## src/rtl/csi2_px_pkg.sv

```systemverilog
// Shared RAW10 pixel and beat types for the CSI-2 pixel-domain unpacker.
// A beat is four packed 10-bit pixels, pixel k in bits [10k+9:10k].
package csi2_px_pkg;

    localparam int RAW10_PX_W        = 10;
    localparam int RAW10_PX_PER_BEAT = 4;

    typedef logic [RAW10_PX_W-1:0] raw10_px_t;
    typedef raw10_px_t [RAW10_PX_PER_BEAT-1:0] raw10_beat_t;

    typedef enum logic {
        EMPTY = 1'b0,
        HOLD  = 1'b1
    } unpk_state_e;

endpackage

```

## src/rtl/csi2_line_len_checker.sv

```systemverilog
// Counts emitted pixels per line and flags lines whose length differs from FRAME_WIDTH.
// Latency: line_err_o pulses one cycle after the tlast handshake.
// Backpressure: passive observer, only counts completed output handshakes.
module csi2_line_len_checker
    import csi2_px_pkg::*;
#(
    parameter int PX_PER_CLK  = 1,
    parameter int FRAME_WIDTH = 1920
) (
    input  logic clk_i,
    input  logic rst_n_i,
    input  logic px_hs_i,
    input  logic sof_i,
    input  logic eol_i,
    output logic line_err_o
);

    logic [15:0] px_cnt;
    logic [16:0] cnt_base;
    logic [16:0] cnt_sum;
    logic [15:0] cnt_next;

    // A start-of-frame beat restarts counting with its own pixels.
    always_comb begin
        cnt_base = sof_i ? 17'd0 : {1'b0, px_cnt};
        cnt_sum  = cnt_base + 17'(PX_PER_CLK);
        cnt_next = cnt_sum[16] ? 16'hFFFF : cnt_sum[15:0];
    end

    always_ff @(posedge clk_i) begin
        if (!rst_n_i) begin
            px_cnt     <= '0;
            line_err_o <= 1'b0;
        end else begin
            line_err_o <= 1'b0;
            if (px_hs_i) begin
                if (eol_i) begin
                    px_cnt     <= '0;
                    line_err_o <= (cnt_next != 16'(FRAME_WIDTH));
                end else begin
                    px_cnt <= cnt_next;
                end
            end
        end
    end

endmodule

```

## src/rtl/csi2_raw10_px_unpacker.sv

```systemverilog
// Unpacks 40-bit RAW10 beats into a PX_PER_CLK-pixel video stream (tuser=SOF, tlast=EOL); CSI2_LINE_CHECK_EN adds line-length checking.
// Latency: first output pixel valid one cycle after the input beat is accepted.
// Backpressure: one-beat skid buffer; s_tready_o rises only when the final slot drains or the buffer is empty.
module csi2_raw10_px_unpacker
    import csi2_px_pkg::*;
#(
    parameter int PX_PER_CLK  = 1,
    parameter int FRAME_WIDTH = 1920
) (
    input  logic                             clk_i,
    input  logic                             rst_n_i,
    input  logic                             frame_start_i,
    input  logic [39:0]                      s_tdata_i,
    input  logic                             s_tvalid_i,
    input  logic                             s_tlast_i,
    output logic                             s_tready_o,
    output logic [RAW10_PX_W*PX_PER_CLK-1:0] m_tdata_o,
    output logic                             m_tvalid_o,
    output logic                             m_tuser_o,
    output logic                             m_tlast_o,
    input  logic                             m_tready_i,
    output logic                             line_err_o
);

    localparam int         SLOTS    = RAW10_PX_PER_BEAT / PX_PER_CLK;
    localparam logic [1:0] LAST_IDX = 2'(SLOTS - 1);
    localparam int         OUT_W    = RAW10_PX_W * PX_PER_CLK;

    if (!(PX_PER_CLK == 1 || PX_PER_CLK == 2 || PX_PER_CLK == 4)) begin : g_bad_px_per_clk
        $error("csi2_raw10_px_unpacker: PX_PER_CLK must be 1, 2 or 4");
    end
    if (FRAME_WIDTH < 1 || FRAME_WIDTH > 65535) begin : g_bad_frame_width
        $error("csi2_raw10_px_unpacker: FRAME_WIDTH must fit the 16-bit pixel counter");
    end

    unpk_state_e state_q, state_d;
    raw10_beat_t buf_dat;
    logic [39:0] buf_flat;
    logic        buf_sof;
    logic        buf_last;
    logic [1:0]  idx;
    logic        sof_pending;
    logic        final_take;
    logic        accept;

    always_comb begin
        state_d    = state_q;
        final_take = (state_q == HOLD) && m_tready_i && (idx == LAST_IDX);
        s_tready_o = (state_q == EMPTY) || final_take;
        accept     = s_tvalid_i && s_tready_o;
        m_tvalid_o = (state_q == HOLD);
        case (state_q)
            EMPTY:   if (accept) state_d = HOLD;
            HOLD:    if (final_take && !accept) state_d = EMPTY;
            default: state_d = EMPTY;
        endcase
    end

    always_ff @(posedge clk_i) begin
        if (!rst_n_i) state_q <= EMPTY;
        else          state_q <= state_d;
    end

    // A frame start coinciding with acceptance tags that same beat.
    always_ff @(posedge clk_i) begin
        if (!rst_n_i) begin
            buf_dat     <= '0;
            buf_sof     <= 1'b0;
            buf_last    <= 1'b0;
            idx         <= 2'd0;
            sof_pending <= 1'b0;
        end else if (accept) begin
            buf_dat     <= s_tdata_i;
            buf_sof     <= sof_pending || frame_start_i;
            buf_last    <= s_tlast_i;
            idx         <= 2'd0;
            sof_pending <= 1'b0;
        end else begin
            if (frame_start_i) sof_pending <= 1'b1;
            if (final_take) begin
                idx <= 2'd0;
            end else if (m_tvalid_o && m_tready_i) begin
                idx <= idx + 2'd1;
            end
        end
    end

    assign buf_flat  = buf_dat;
    assign m_tdata_o = OUT_W'(buf_flat >> (OUT_W * int'(idx)));
    assign m_tuser_o = m_tvalid_o && buf_sof && (idx == 2'd0);
    assign m_tlast_o = m_tvalid_o && buf_last && (idx == LAST_IDX);

`ifdef CSI2_LINE_CHECK_EN
    csi2_line_len_checker #(
        .PX_PER_CLK  (PX_PER_CLK),
        .FRAME_WIDTH (FRAME_WIDTH)
    ) u_line_len_checker (
        .clk_i      (clk_i),
        .rst_n_i    (rst_n_i),
        .px_hs_i    (m_tvalid_o && m_tready_i),
        .sof_i      (m_tuser_o),
        .eol_i      (m_tlast_o),
        .line_err_o (line_err_o)
    );
`else
    assign line_err_o = 1'b0;
`endif

endmodule

```

## config.mk

```make
export PLATFORM = sky130hd
export DESIGN_NAME = csi2_raw10_px_unpacker
export DESIGN_NICKNAME = d
export VERILOG_FILES = /design/src/rtl/csi2_px_pkg.sv /design/src/rtl/csi2_line_len_checker.sv /design/src/rtl/csi2_raw10_px_unpacker.sv
export SDC_FILE = /design/constraint.sdc
export NUM_CORES = 1
export LEC_CHECK = 0
export CAP_MARGIN = 30
export CORE_AREA = 2 2 77 79
export CTS_CLUSTER_DIAMETER = 120
export CTS_CLUSTER_SIZE = 14
export DETAILED_ROUTE_END_ITERATION = 16
export DIE_AREA = 0 0 79 81
export GPL_TIMING_DRIVEN = 0
export PLACE_DENSITY = 0.66
export SETUP_SLACK_MARGIN = 0.5
export SYNTH_ARGS = -nofsm -noshare
export SYNTH_HDL_FRONTEND = slang
export SYNTH_SLANG_ARGS = --single-unit
```

## constraint.sdc

```tcl
create_clock -name clk_i -period 1.63 [get_ports clk_i]
set_input_delay 0.326 -clock clk_i [delete_from_list [all_inputs] [get_ports clk_i]]
set_output_delay 0.326 -clock clk_i [all_outputs]
set_load 0.005 [all_outputs]
```

-- After elaboration in Yosys (flattened, before gate mapping)
Index checks and enable logic that the tools add are counted.
- add/subtract/negate cells: 1
- multipliers: 1
- equal/unequal tests: 1
- shift operators: 1
- muxes and demuxes: 3
- bitwise logic cells: 2
- reductions and logical operators: 14
- operators by type and width (kind ; count):
    $shr 40x6->10 ; 1
    $logic_and 1x1->1 ; 8
    $mul 3x2->5 const A ; 1
    $reduce_or 3->1 ; 1
    $add 2x1->2 const B ; 1
    $eq 2x2->1 const B ; 1
    $logic_not 2->1 ; 1
    $logic_or 1x1->1 ; 2
    $mux 1 ; 2
    $not 1->1 ; 2
    $pmux 1 s2 ; 1
    $reduce_or 2->1 ; 1
    $logic_not 1->1 ; 1
- flip-flop bits (word level): 46
- input bits: 46
- output and inout bits: 15
- word-level logic and storage cells: 32

-- Longest topological paths before layout
- depth in word-level cells: 8
- mapped depth: 6
- mapped depth without buffers: 4

-- Worst setup path after synthesis
No wires, ideal clock.
- path type: register to output
- start: register idx[0]
- end: output m_tdata_o[0]
- arrival time: 1.172 ns
- data required time: 1.304 ns
- path slack: 0.132 ns
- stages on the path, launching flop included: 3
- buffers on the path: 1
- path through: dfxtp_1 > buf_4 > mux4_2
- word-level cells in the longest chain between the ends: 2
- ends and longest elaborated chain (element ; RTL line ; source):
    from (decl) ; csi2_raw10_px_unpacker.sv:41 ; logic [1:0] idx;
    from (signal assigned) ; csi2_raw10_px_unpacker.sv:83 ; idx <= idx + 2'd1;
    $mul 3x2->5 ; csi2_raw10_px_unpacker.sv:89 ; assign m_tdata_o = OUT_W'(buf_flat >> (OUT_W * int'(idx)));
    $shr 40x6->10 ; csi2_raw10_px_unpacker.sv:89 ;
    to (decl) ; csi2_raw10_px_unpacker.sv:17 ; output logic [RAW10_PX_W*PX_PER_CLK-1:0] m_tdata_o,
No other way between the ends.

-- Worst setup path in the final report
- start: register idx[0]
- end: output m_tdata_o[2]
The elaborated chain is that of the path after synthesis.

==> impl_metrics.env <==
export IMPL_outcome="finished, violations left"
export IMPL_synth_cells=221
export IMPL_preCtsSetupSlack_ns=-0.2459
export IMPL_cp_buffers_inverters=3
export IMPL_power_per_cell_area_mw_per_mm2=746.4
export IMPL_critPathKind="reg2out"
export IMPL_leakage_nw=1.407
export IMPL_worst_pin_slew_ns=0.5588
export IMPL_post_route_worst_setup_slack_ns=-0.2291
export IMPL_report_final_setup_viol=39
export IMPL_fin_worst_hold_slack_ns=0.3879
export IMPL_cp_slowest_cell="mux4_2"
export IMPL_1st_iter_drt_viols=50
export IMPL_clk_pin_slew_ns=0.09
export IMPL_relSlewSlack_pct=62.75
export IMPL_worstPathCellList="buf_12, buf_8, mux4_2, buf_2"
export IMPL_num_antenna_cells=0
export IMPL_worst_endpoint_arrival_ns=1.53
export IMPL_cts_tree="done"
export IMPL_grt_pass1_vias=1855
export IMPL_top_layer="met4"
export IMPL_finalHoldViolCount=0
export IMPL_core_area_mm2=0.005675
export IMPL_avgSynthCellArea_um2=9.908
export IMPL_routed_via_count=1845
export IMPL_synth_most_common_cell="nand2_1"
export IMPL_io_buffer_count=58
export IMPL_met3WireLength_um=345
export IMPL_synth_yosys_seq_area_share_pct=42.06
export IMPL_timing_setup_tns_ns=-3.265
export IMPL_place_congestion=0.7815
export IMPL_first_pass_grt_wire_length_mm=8.935
export IMPL_post_route_cells_drive_above_1_share_pct=25.24
export IMPL_grt_use_total_pct=18.35
export IMPL_detailedPlacementHpwl_mm=3.679
export IMPL_yosysWarnings=0
export IMPL_synth_lib_cells_used_distinct=20
export IMPL_postSynth_topFlopCell="dfxtp_1"
export IMPL_synth_nets=269
export IMPL_drc=0
export IMPL_met1Wirelength_mm=2.572
export IMPL_global_route_overflow_total=0
export IMPL_wirelength_mm=5.767
export IMPL_detail_route_wl_per_cell_um=14.86
export IMPL_synth_enable_flop_cells=0
export IMPL_class_of_the_worst_hold_path="in2reg"
export IMPL_tritoncts_num_buffers=5
export IMPL_synth_top_cell_by_area="dfxtp_1"
export IMPL_violated_checks="negative setup slack"
export IMPL_cpPeakStageDelay_ns=0.49
export IMPL_rows=28
export IMPL_fin_crit_sh_pct=114.1
export IMPL_post_synthesis_sequential_element_count=46
export IMPL_total_die_area_mm2=0.006399
export IMPL_max_cap_viol_count=0
export IMPL_grt_antenna_before_repair=0
export IMPL_worstPathMaxFanout=6
export IMPL_route_detailed_vias_per_inst=4.755
export IMPL_timing_clock_skew_ns=0.006243
export IMPL_worst_skew_pair_late_latency_ns=0.29
export IMPL_die_h_um=81
export IMPL_largest_net_degree_at_the_start_of_global_routing=14
export IMPL_vdd_ir_drop_max_mv=0.4511
export IMPL_post_layout_total_power_mw=2.510
export IMPL_cts_path_max_buffers=2
export IMPL_synth_top_area_share_pct=42.06
export IMPL_cts_max_level=2
export IMPL_achievable_clock_frequency_ghz=0.5379
export IMPL_drt_pre_antenna_iters=4
export IMPL_report_final_slew_viol_count=0
export IMPL_finalCriticalPeriod_ns=1.859
export IMPL_synth_common_cells="nand2_1 (85), dfxtp_1 (46), mux2i_1 (43)"
export IMPL_antenna_left=0
export IMPL_die_x_um=79
export IMPL_clkSinkCount=46
export IMPL_grt_setup_unrepaired="true"
export IMPL_synth_async_reset_ratio_pct=0
export IMPL_worst_endpoint_required_ns=1.30
export IMPL_finish_net_count=360
export IMPL_setup_worst_path_start_class="register"
export IMPL_met2RoutedLength_mm=2.814
export IMPL_synth_top_cells_by_area="dfxtp_1 (42%), mux2i_1 (20%), nand2_1 (15%)"
export IMPL_ioPinCount=61
export IMPL_initial_utilization_pct=38.58
export IMPL_synth_area_mm2=0.002190
export IMPL_syn2layout_area_growth_pct=53.54
export IMPL_worst_setup_end_kind="primary output"
export IMPL_path_delay_family="multiplexers"
export IMPL_clk_root_buffer_cell="clkbuf_8"
## logic make-up after synthesis
logic type / share of synthesized area [%]
flip-flops: 42.06
multiplexers: 29.94
adder cells (fa/ha/maj): 1.143
buffers and inverters: 7.371
AO/OA/AOI/OAI: 1.657
AND/OR/NAND/NOR: 17.66
other: 0.1713
## through the flow
stage / util, % / area (um^2) / std cells
final: 59.24 / 3362 / 388
after global placement: 50.77 / 2882 / 354
after floorplan: - / 2207 / 221
after global routing: 59.24 / 3362 / 388
after CTS: 57.89 / 3286 / 384
after detailed placement: 50.77 / 2882 / 354
## registers in the layout (all words and copies together), names as in the netlist
signal and count:
sof_pending 1, buf_last 1, buf_dat 40, m_tvalid_o 1
idx 2, buf_sof 1
## power by group
part / internal [mW] / switching, mW
clock network: 0.343 / 0.377
logic: 0.356 / 0.202
registers: 1.19 / 0.0399
## final timing paths
| check | start | cells after the start | slack [ns] | endpoint |
|---|---|---|---|---|
| hold reg to reg | buf_dat[16] | 2 | 0.46 | buf_dat[16] |
| setup reg to reg | idx[0] | 9 | -0.08 | buf_dat[18] |
| setup / recovery | idx[0] | 4 | -0.23 | m_tdata_o[2] |
| hold / removal | rst_n_i | 3 | 0.39 | buf_dat[38] |
## worst register-to-register path, cell delays in order, from the launching register on
cell	delay (ns)
dfxtp_4	0.37
buf_4	0.14
ha_4	0.17
a21boi_4	0.14
buf_6	0.11
nor2b_2	0.03
buf_6	0.13
buf_12	0.13
bufbuf_16	0.26
mux2i_1	0.16
## metal layers
layer | vias to the layer above | track usage [%]
li1 | 919 | -
met1 | 863 | 22.89
met2 | 59 | 32.88
met3 | 4 | 3.889
met4 | 0 | 3.793
met5 | - | 0
## cells in the final DEF, fill, tap and decap left out, types with 3 or more instances in the layout
cell type | synthesis | layout
dfxtp_4 | 0 | 3
buf_6 | 1 | 10
mux4_2 | 10 | 10
buf_4 | 2 | 10
clkbuf_8 | 0 | 6
dfxtp_1 | 46 | 43
nand2_1 | 85 | 85
buf_12 | 4 | 11
nor2_1 | 4 | 4
clkdlybuf4s50_1 | 0 | 43
inv_1 | 4 | 3
clkbuf_1 | 8 | 9
mux2i_1 | 43 | 43
buf_2 | 2 | 11
## area by class of cell
class	instances	area, um^2
Multi-Input combinational cell	154	1140
Clock inverter	1	5.005
Inverter	4	17.52
Timing Repair Buffer	84	918.4
Fill cell	529	2313
Tap cell	75	93.84
Clock buffer	7	86.33
Sequential cell	46	932.1
Buffer	17	168.9
## timing repair
item,4_1_cts,5_1_grt
cloned,4,0
setup endpoints to repair,59,60
resized for setup,73,10
buffers inserted,18,4
hold buffers,0,0
pin swaps,3,4
No activity file was read; power rests on OpenSTA's default activity.
